`config.mk`:
```
export PLATFORM = sky130hd
export DESIGN_NAME = hdr_parser_engine
export DESIGN_NICKNAME = d
export VERILOG_FILES = /design/src/rtl/hdr_parser_engine.sv
export SDC_FILE = /design/constraint.sdc
export NUM_CORES = 2
export LEC_CHECK = 0
export CAP_MARGIN = 20
export CORE_ASPECT_RATIO = 0.5
export CORE_UTILIZATION = 61
export DETAILED_ROUTE_END_ITERATION = 8
export HOLD_SLACK_MARGIN = 0.08
export PLACE_DENSITY = 0.79
export SLEW_MARGIN = 15
export SYNTH_ARGS = -nofsm -noshare
export SYNTH_HDL_FRONTEND = slang
export SYNTH_SLANG_ARGS = --single-unit
export TNS_END_PERCENT = 10
```
`constraint.sdc`:
```
create_clock -name clk -period 12.1 [get_ports clk]
set_input_delay 1.815 -clock clk [delete_from_list [all_inputs] [get_ports clk]]
set_output_delay 1.815 -clock clk [all_outputs]
set_load 0.1 [all_outputs]
```
`src/rtl/hdr_parser_engine.sv`:
```
// Header-walk parser: follows next-header tags through packet memory using a
// runtime-programmed per-header next table and records each header's byte offset.
module hdr_parser_engine #(
  parameter int  HDR_NUM         = 16,
  parameter int  NEXT_TABLE_SIZE = 4,
  parameter int  MAX_DEPTH       = 8,
  parameter int  ADDR_W          = 32,
  parameter int  DATA_W          = 32,
  localparam int ID_W            = $clog2(HDR_NUM)
) (
  input  logic                         clk,
  input  logic                         rst,
  input  logic                         start_i,
  input  logic [ADDR_W-1:0]            pkt_addr_i,
  input  logic [ID_W-1:0]              first_hdr_id_i,
  output logic                         ready_o,
  output logic                         busy_o,
  output logic                         error_o,
  output logic                         mem_ce_o,
  output logic                         mem_we_o,
  output logic [ADDR_W-1:0]            mem_addr_o,
  output logic [3:0]                   mem_width_o,
  input  logic [DATA_W-1:0]            mem_data_i,
  input  logic                         mod_start_i,
  input  logic [ID_W-1:0]              mod_hdr_id_i,
  input  logic [7:0]                   mod_hdr_len_i,
  input  logic [7:0]                   mod_next_tag_start_i,
  input  logic [2:0]                   mod_next_tag_len_i,
  input  logic [32*NEXT_TABLE_SIZE-1:0] mod_next_table_i,
  input  logic [ID_W-1:0]              query_hdr_id_i,
  output logic                         query_valid_o,
  output logic [15:0]                  query_off_o,
  output logic [2:0]                   dbg_state_o
);

  // Handshake: start_i is accepted on any clock edge seen in IDLE; busy_o rises on
  // that edge and falls on the same edge that raises the one-cycle ready_o pulse.
  typedef enum logic [2:0] {IDLE, FETCH, WAIT, LOOKUP, DONE} state_t;

  localparam int DEP_W = $clog2(MAX_DEPTH + 1);

  state_t                   state;
  logic [ADDR_W-1:0]        base;
  logic [ID_W-1:0]          cur_id;
  logic [15:0]              off;
  logic [DEP_W-1:0]         depth;
  logic [15:0]              tag;

  logic [HDR_NUM-1:0][7:0]  cfg_len;
  logic [HDR_NUM-1:0][7:0]  cfg_ts;
  logic [HDR_NUM-1:0][2:0]  cfg_tlen;
  logic [HDR_NUM-1:0][NEXT_TABLE_SIZE-1:0][31:0] cfg_tab;

  logic [HDR_NUM-1:0]       hdr_vld;
  logic [HDR_NUM-1:0][15:0] hdr_off;

  logic [7:0]               cur_len;
  logic [7:0]               cur_ts;
  logic [2:0]               cur_tlen;
  logic                     hit;
  logic [ID_W-1:0]          hit_id;
  logic                     unused_data;

  assign cur_len     = cfg_len[cur_id];
  assign cur_ts      = cfg_ts[cur_id];
  assign cur_tlen    = cfg_tlen[cur_id];
  assign mem_we_o    = 1'b0;
  assign dbg_state_o = state;
  assign unused_data = ^mem_data_i[DATA_W-1:16];

  // Descending scan so the lowest matching index is the one left standing.
  always_comb begin
    hit    = 1'b0;
    hit_id = '0;
    for (int i = NEXT_TABLE_SIZE - 1; i >= 0; i--) begin
      if (cfg_tab[cur_id][i][15:0] != 16'hFFFF &&
          {16'h0, cfg_tab[cur_id][i][15:0]} < 32'(HDR_NUM) &&
          cfg_tab[cur_id][i][31:16] == tag) begin
        hit    = 1'b1;
        hit_id = cfg_tab[cur_id][i][ID_W-1:0];
      end
    end
  end

  always_comb begin
    mem_ce_o    = 1'b0;
    mem_addr_o  = '0;
    mem_width_o = '0;
    if (state == FETCH && cur_tlen != 3'd0 && cur_tlen <= 3'd2) begin
      mem_ce_o    = 1'b1;
      mem_addr_o  = base + ADDR_W'(off) + ADDR_W'(cur_ts);
      mem_width_o = {1'b0, cur_tlen};
    end
  end

  always_comb begin
    query_valid_o = 1'b0;
    query_off_o   = '0;
    if (int'(query_hdr_id_i) < HDR_NUM && hdr_vld[query_hdr_id_i]) begin
      query_valid_o = 1'b1;
      query_off_o   = hdr_off[query_hdr_id_i];
    end
  end

  always_ff @(posedge clk or negedge rst) begin
    if (!rst) begin
      state    <= IDLE;
      ready_o  <= 1'b0;
      busy_o   <= 1'b0;
      error_o  <= 1'b0;
      base     <= '0;
      cur_id   <= '0;
      off      <= '0;
      depth    <= '0;
      tag      <= '0;
      cfg_len  <= '0;
      cfg_ts   <= '0;
      cfg_tlen <= '0;
      cfg_tab  <= '1;
      hdr_vld  <= '0;
      hdr_off  <= '0;
    end else begin
      ready_o <= 1'b0;
      case (state)
        IDLE: begin
          if (mod_start_i) begin
            cfg_len[mod_hdr_id_i]  <= mod_hdr_len_i;
            cfg_ts[mod_hdr_id_i]   <= mod_next_tag_start_i;
            cfg_tlen[mod_hdr_id_i] <= mod_next_tag_len_i;
            cfg_tab[mod_hdr_id_i]  <= mod_next_table_i;
          end
          if (start_i) begin
            base    <= pkt_addr_i;
            cur_id  <= first_hdr_id_i;
            off     <= '0;
            depth   <= DEP_W'(1);
            hdr_vld <= '0;
            error_o <= 1'b0;
            busy_o  <= 1'b1;
            state   <= FETCH;
          end
        end
        FETCH: begin
          hdr_vld[cur_id] <= 1'b1;
          hdr_off[cur_id] <= off;
          if (cur_tlen == 3'd0) begin
            state <= DONE;
          end else if (cur_tlen > 3'd2) begin
            error_o <= 1'b1;
            state   <= DONE;
          end else begin
            state <= WAIT;
          end
        end
        WAIT: begin
          tag   <= (cur_tlen == 3'd1) ? {8'h00, mem_data_i[7:0]} : mem_data_i[15:0];
          state <= LOOKUP;
        end
        LOOKUP: begin
          if (!hit) begin
            state <= DONE;
          end else if (hdr_vld[hit_id] || depth == DEP_W'(MAX_DEPTH)) begin
            error_o <= 1'b1;
            state   <= DONE;
          end else begin
            off    <= off + {8'h00, cur_len};
            depth  <= depth + DEP_W'(1);
            cur_id <= hit_id;
            state  <= FETCH;
          end
        end
        DONE: begin
          ready_o <= 1'b1;
          busy_o  <= 1'b0;
          state   <= IDLE;
        end
        default: state <= IDLE;
      endcase
    end
  end

endmodule
```
# Word level (Yosys, flattened, before mapping)
# Cells that the tools add are included.
[word_totals] ff_bits=2702 in_bits=227 out_inout_bits=61 elab_cells=272
[classes] addsub=4 order_cmp=12 eq_ne=20 n_mux=71 bitwise_logic=1 reduce_logical=26
[op_table] operator="2048-bit bitwise mux" n=1
[op_table] operator="128-bit binary-select mux with 4-bit select" n=1
[op_table] operator="128-bit demux with 4-bit select" n=1
[op_table] operator="128-bit bitwise mux" n=2
[op_table] operator="256-bit bitwise mux" n=1
[op_table] operator="128-bit 2-to-1 mux" n=2
[op_table] operator="16-bit 2-to-1 mux" n=7
[op_table] operator="16-bit binary-select mux with 4-bit select" n=1
[op_table] operator="8-bit binary-select mux with 4-bit select" n=2
[op_table] operator="16-bit demux with 4-bit select" n=1
[op_table] operator="16-bit == test" n=4
[op_table] operator="16-bit by 5-bit less-than comparator with 1-bit output, second input constant" n=4
[op_table] operator="16-bit inequality test, second input constant" n=4
[op_table] operator="16-bit case mux with 2 select lines" n=2
[op_table] operator="48-bit bitwise mux" n=1
[op_table] operator="4-bit 2-to-1 mux" n=10
[op_table] operator="32-bit by 16-bit adder with 32-bit output" n=1
[op_table] operator="32-bit by 8-bit adder with 32-bit output" n=1
[op_table] operator="8-bit demux with 4-bit select" n=1
[op_table] operator="32-bit 2-to-1 mux" n=1
[op_table] operator="3-bit 2-to-1 mux" n=8
[op_table] operator="8-bit 2-to-1 mux" n=3
[op_table] operator="4-bit by 5-bit less-than comparator with 1-bit output, second input constant" n=4
[op_table] operator="16-bit by 8-bit adder with 16-bit output" n=1
[op_table] operator="other kinds (28)" n=70

# Depth between registers and ports, before layout
[logic_depth] ltp_word=15 depth_mapped=34 mapped_depth_nobuf=20

# Least setup slack after synthesis
# No wires, ideal clock.
[synth_timing] kind="flip-flop to output port" startpoint="register cur_id[0]" endpoint="output mem_addr_o[15]" arrival_time_ns=9.722 required_time_ns=10.285 setup_slack_ns=0.563 stages_incl_launch_ff=32 path_buffers=14 cell_sequence="dfrtp_1 -> buf_6 -> buf_12 -> buf_8 -> buf_12 -> buf_6 -> buf_6 -> buf_6 -> buf_4 -> buf_4 -> buf_2 -> buf_2 -> clkbuf_1 -> buf_2 -> buf_1 -> mux4_2 -> mux4_2 -> fa_1 -> ha_1 -> fa_1 -> a21o_1 -> a21oi_1 -> o21bai_1 -> a21oi_1 -> o21bai_1 -> a21oi_1 -> o21bai_1 -> a21oi_1 -> o21bai_1 -> a21oi_1 -> o21ai_0 -> a211oi_1"
[synth_via] elab_chain_cells=6 elab_cells_between_ends=10 classes_between="add/sub: 1; order compare: 1; mux: 5; reduce/logical: 3"
[synth_lines] element="from (decl)" line="44" text="logic [ID_W-1:0] cur_id;"
[synth_lines] element="from (signal assigned)" line="134" text="cur_id <= first_hdr_id_i;"
[synth_lines] element="from (signal assigned)" line="168" text="cur_id <= hit_id;"
[synth_lines] element="branches (longest 5 deep; another with 32-bit by 8-bit adder with 32-bit output)"
[synth_lines] element="32-bit 2-to-1 mux (*)" line="89" text="if (state == FETCH && cur_tlen != 3'd0 && cur_tlen <= 3'd2) begin"
[synth_lines] element="to (decl)" line="21" text="output logic [ADDR_W-1:0] mem_addr_o,"
# Every way passes the cells marked *. The select of a mux whose other input is x is not followed.

# Final worst setup path
[layout_timing] startpoint="register cur_id[3]" endpoint="output mem_addr_o[25]"
# The elaborated chain is that of the path after synthesis.

==> key figures <==
Status
  – Status: finished clean

Yosys
  – Share of the synthesized area in the top cell type: 42.99%
  – Top FF cell, synth: dfstp_2
  – Synth cell types: 98
  – Mapped Cells: 8,292
  – Async S/R FF share, synth: 100.0%
  – Cell Area, Synth: 125,200 µm²
  – #FFs+latches synth: 2,702
  – Register area share after synthesis: 56.06%
  – Post-synth EDFFs: 0
  – Synth area leader: dfstp_2
  – Top cells by area, synth: dfstp_2 (43%), mux2_2 (23%), dfrtp_1 (13%)
  – Avg Inst Size Synth: 15.10 µm²
  – Yosys warnings: 0

Flow run
  – Total of max-cap violations: 0

Die
  – Count of boundary I/O pins: 288
  – Die height: 322.3 µm
  – Die ar.: 207,100 µm²
  – Row count: 117
  – Chip width: 642.7 µm
  – Core Region: 203,600 µm²
  – Initial core utilization: 61.48%

Worst setup path
  – Type of origin of the critical path: flip-flop
  – Critical path class: reg2out
  – CP Max Fanout: 39
  – Crit path capture type: output port
  – CP required: 10.28 ns
  – Crit path DAT: 8.44 ns

Clocking
  – Num CTS Buffers: 234
  – Worst-Skew Late Latency: 0.90 ns
  – Max Buffers Root-to-Sink: 4
  – Cts hold-fix bufs: 0
  – Worst-path clk slew: 0.07 ns
  – TritonCTS clock tree: built
  – Sinks on Clock Net: 2,702
  – Post-CTS setup buffers: 0
  – Cts repair resizes: 0
  – CTS root buf: clkbuf_16
  – H-tree levels: 4

Timing
  – Final hold violation count: 0
  – Setup Viol. Count Final: 0
  – Slew headroom: 20.29%
  – RSZ-0062 raised after global routing: no
  – Slew Limit Fails: 0
  – Worst-Margin Slew: 1.196 ns
  – Final Cycle Share: 84.78%
  – Setup TNS: 0 ns
  – Hold WS: 0.4774 ns
  – Tmin final: 10.26 ns
  – Skew final: 0.05668 ns
  – Max Clock Freq: 0.09748 GHz

Drt
  – DR vias: 72,125
  – Routed vias/inst: 6.451
  – Pre-antenna DRT Iters: 5
  – Initial DRC Count: 5,599
  – Post-DR wirelength/cell: 27.93 µm
  – # DRC: 0
  – WL final: 312,200 µm
  – Routed Antenna Nets: 0

Finish
  – Area growth syn-to-layout: 9.971%
  – Fillers: 13,552
  – NumNets Final: 8,509
  – Fin area: 137,700 µm²
  – Most frequent cells in the layout: mux2_2 (2,542), dfstp_2 (2,048), dfrtp_1 (650)
  – Commonest non-fill, non-tap cell in the layout: mux2_2
  – Layout cells sized above 1: 67.11%
  – Final core area utilization: 67.61%

Global routing
  – Vias in the first global route: 75,685
  – Pin count of the biggest net entering global routing: 199
  – Overflow after GRT: 0
  – Global Route Usage Sum: 30.36%
  – Initial antenna violation count: 38
  – First-pass GRT wire length: 478,300 µm

Power
  – Leakage: 55.97 nW
  – VDD IR max: 0.0001471 V
  – Power per Cell Area: 281.5 nW/µm²
  – Total Power: 38.76 mW

Place
  – Placed standard-cell area: 129,600 µm²
  – IO buf count: 268
  – GP Congestion: 0.8437
  – DP HPWL: 180,300 µm

Min path
  – Hold crit path type: reg2reg
critical path: stages, from the launching register on:
cell             delay (ns)
dfrtp_4                0.75
inv_6                  0.60
mux4_2                 0.64
fa_1                   0.45
ha_1                   0.22
fa_1                   0.47
a21o_1                 0.18
a21oi_1                0.22
o21bai_1               0.09
a21oi_1                0.24
o21bai_1               0.09
a21oi_1                0.23
o21bai_1               0.10
a21oi_1                0.23
o21bai_1               0.09
a21oi_1                0.29
o21ai_0                0.19
o31ai_1                0.81
nor2_1                 0.12
xnor2_1                0.18
nor2_1                 0.11
clkdlybuf4s50_1        1.16
synthesized netlist by cell type (all sizes together) (20+ instances only):
master  number
mux2      2546
dfstp     2048
dfrtp      654
clkbuf     514
mux4       480
nand2      356
mux2i      261
buf        192
o21ai      123
nor2       113
a22oi       98
nor4        91
a21oi       83
nor3        70
xnor2       69
inv         52
nand3       50
xor2        38
o22ai       35
ha          34
nor2b       33
a221oi      25
nand4       25
or4         21
a211oi      20
and3        20
state kept, by name (all words and copies together) (netlist names), 3 cells and up:
| signal | cells |
|---|---|
| cfg_tab | 2048 |
| hdr_off | 256 |
| cfg_len | 128 |
| cfg_ts | 128 |
| cfg_tlen | 48 |
| base | 32 |
| hdr_vld | 16 |
| off | 16 |
| tag | 16 |
| cur_id | 4 |
| depth | 4 |
| dbg_state_o | 3 |
logic make-up after synthesis:
family                     count (synthesis)  share of synthesized area (%)
AOI/OAI and AO/OA                        528                          2.896
xor gates and xnor gates                 107                         0.7486
adders and majority gates                 44                         0.4997
buffers and inverters                    759                          2.740
DFF                                     2702                          56.06
muxes                                   3287                          33.64
other                                      1                       0.002996
and+or+nand+nor                          864                          3.417
where the power goes:
part           switching, mW  total [mW]  internal [mW]
clock                   3.39        7.85           4.46
sequential              2.31        17.9           15.6
combinational           6.19        13.0           6.82
final timing paths:
check / startpoint / endpoint / slack, ns / depth (start not counted)
worst max-delay path: cur_id[3] / mem_addr_o[25] / 1.84 / 21
worst min-delay path: hdr_off[66] / hdr_off[66] / 0.48 / 2
worst max register to register: cur_id[1] / cur_id[0] / 3.60 / 19
worst min register to register: hdr_off[66] / hdr_off[66] / 0.48 / 2
max in group asynchronous: rst / cfg_tab[245] / 8.50 / 4
min in group asynchronous: rst / cfg_tab[75] / 1.26 / 1
through the flow:
stage | worst slack (ns) | instances
2_1_floorplan | 0.5634 | 8294
3_3_place_gp | 2.863 | 10737
3_5_place_dp | 2.907 | 10737
4_1_cts | 1.840 | 11161
5_1_grt | 1.433 | 11176
6_report | 1.842 | 11180
final cells by class:
| type | count | area (µm²) | area share, % |
|---|---|---|---|
| sequential | 2702 | 70190 | 50.99 |
| inverter | 53 | 203.9 | 0.1481 |
| antenna | 17 | 42.54 | 0.03090 |
| multi-input combinational | 4833 | 51760 | 37.60 |
| clock inverter | 83 | 1045 | 0.7589 |
| clock buffer | 341 | 6912 | 5.021 |
| timing repair buffer | 414 | 4090 | 2.971 |
| tap | 2737 | 3425 | 2.488 |
per-layer routing:
layer	up-vias	GRT usage, %	part of all wire (%)
met5	-	0	0.042
li1	30448	-	-
met2	1896	48.72	48
met4	20	8.709	2.7
met1	39234	42.82	43
met3	527	5.676	6.2
No activity file was read; power rests on OpenSTA's default activity.
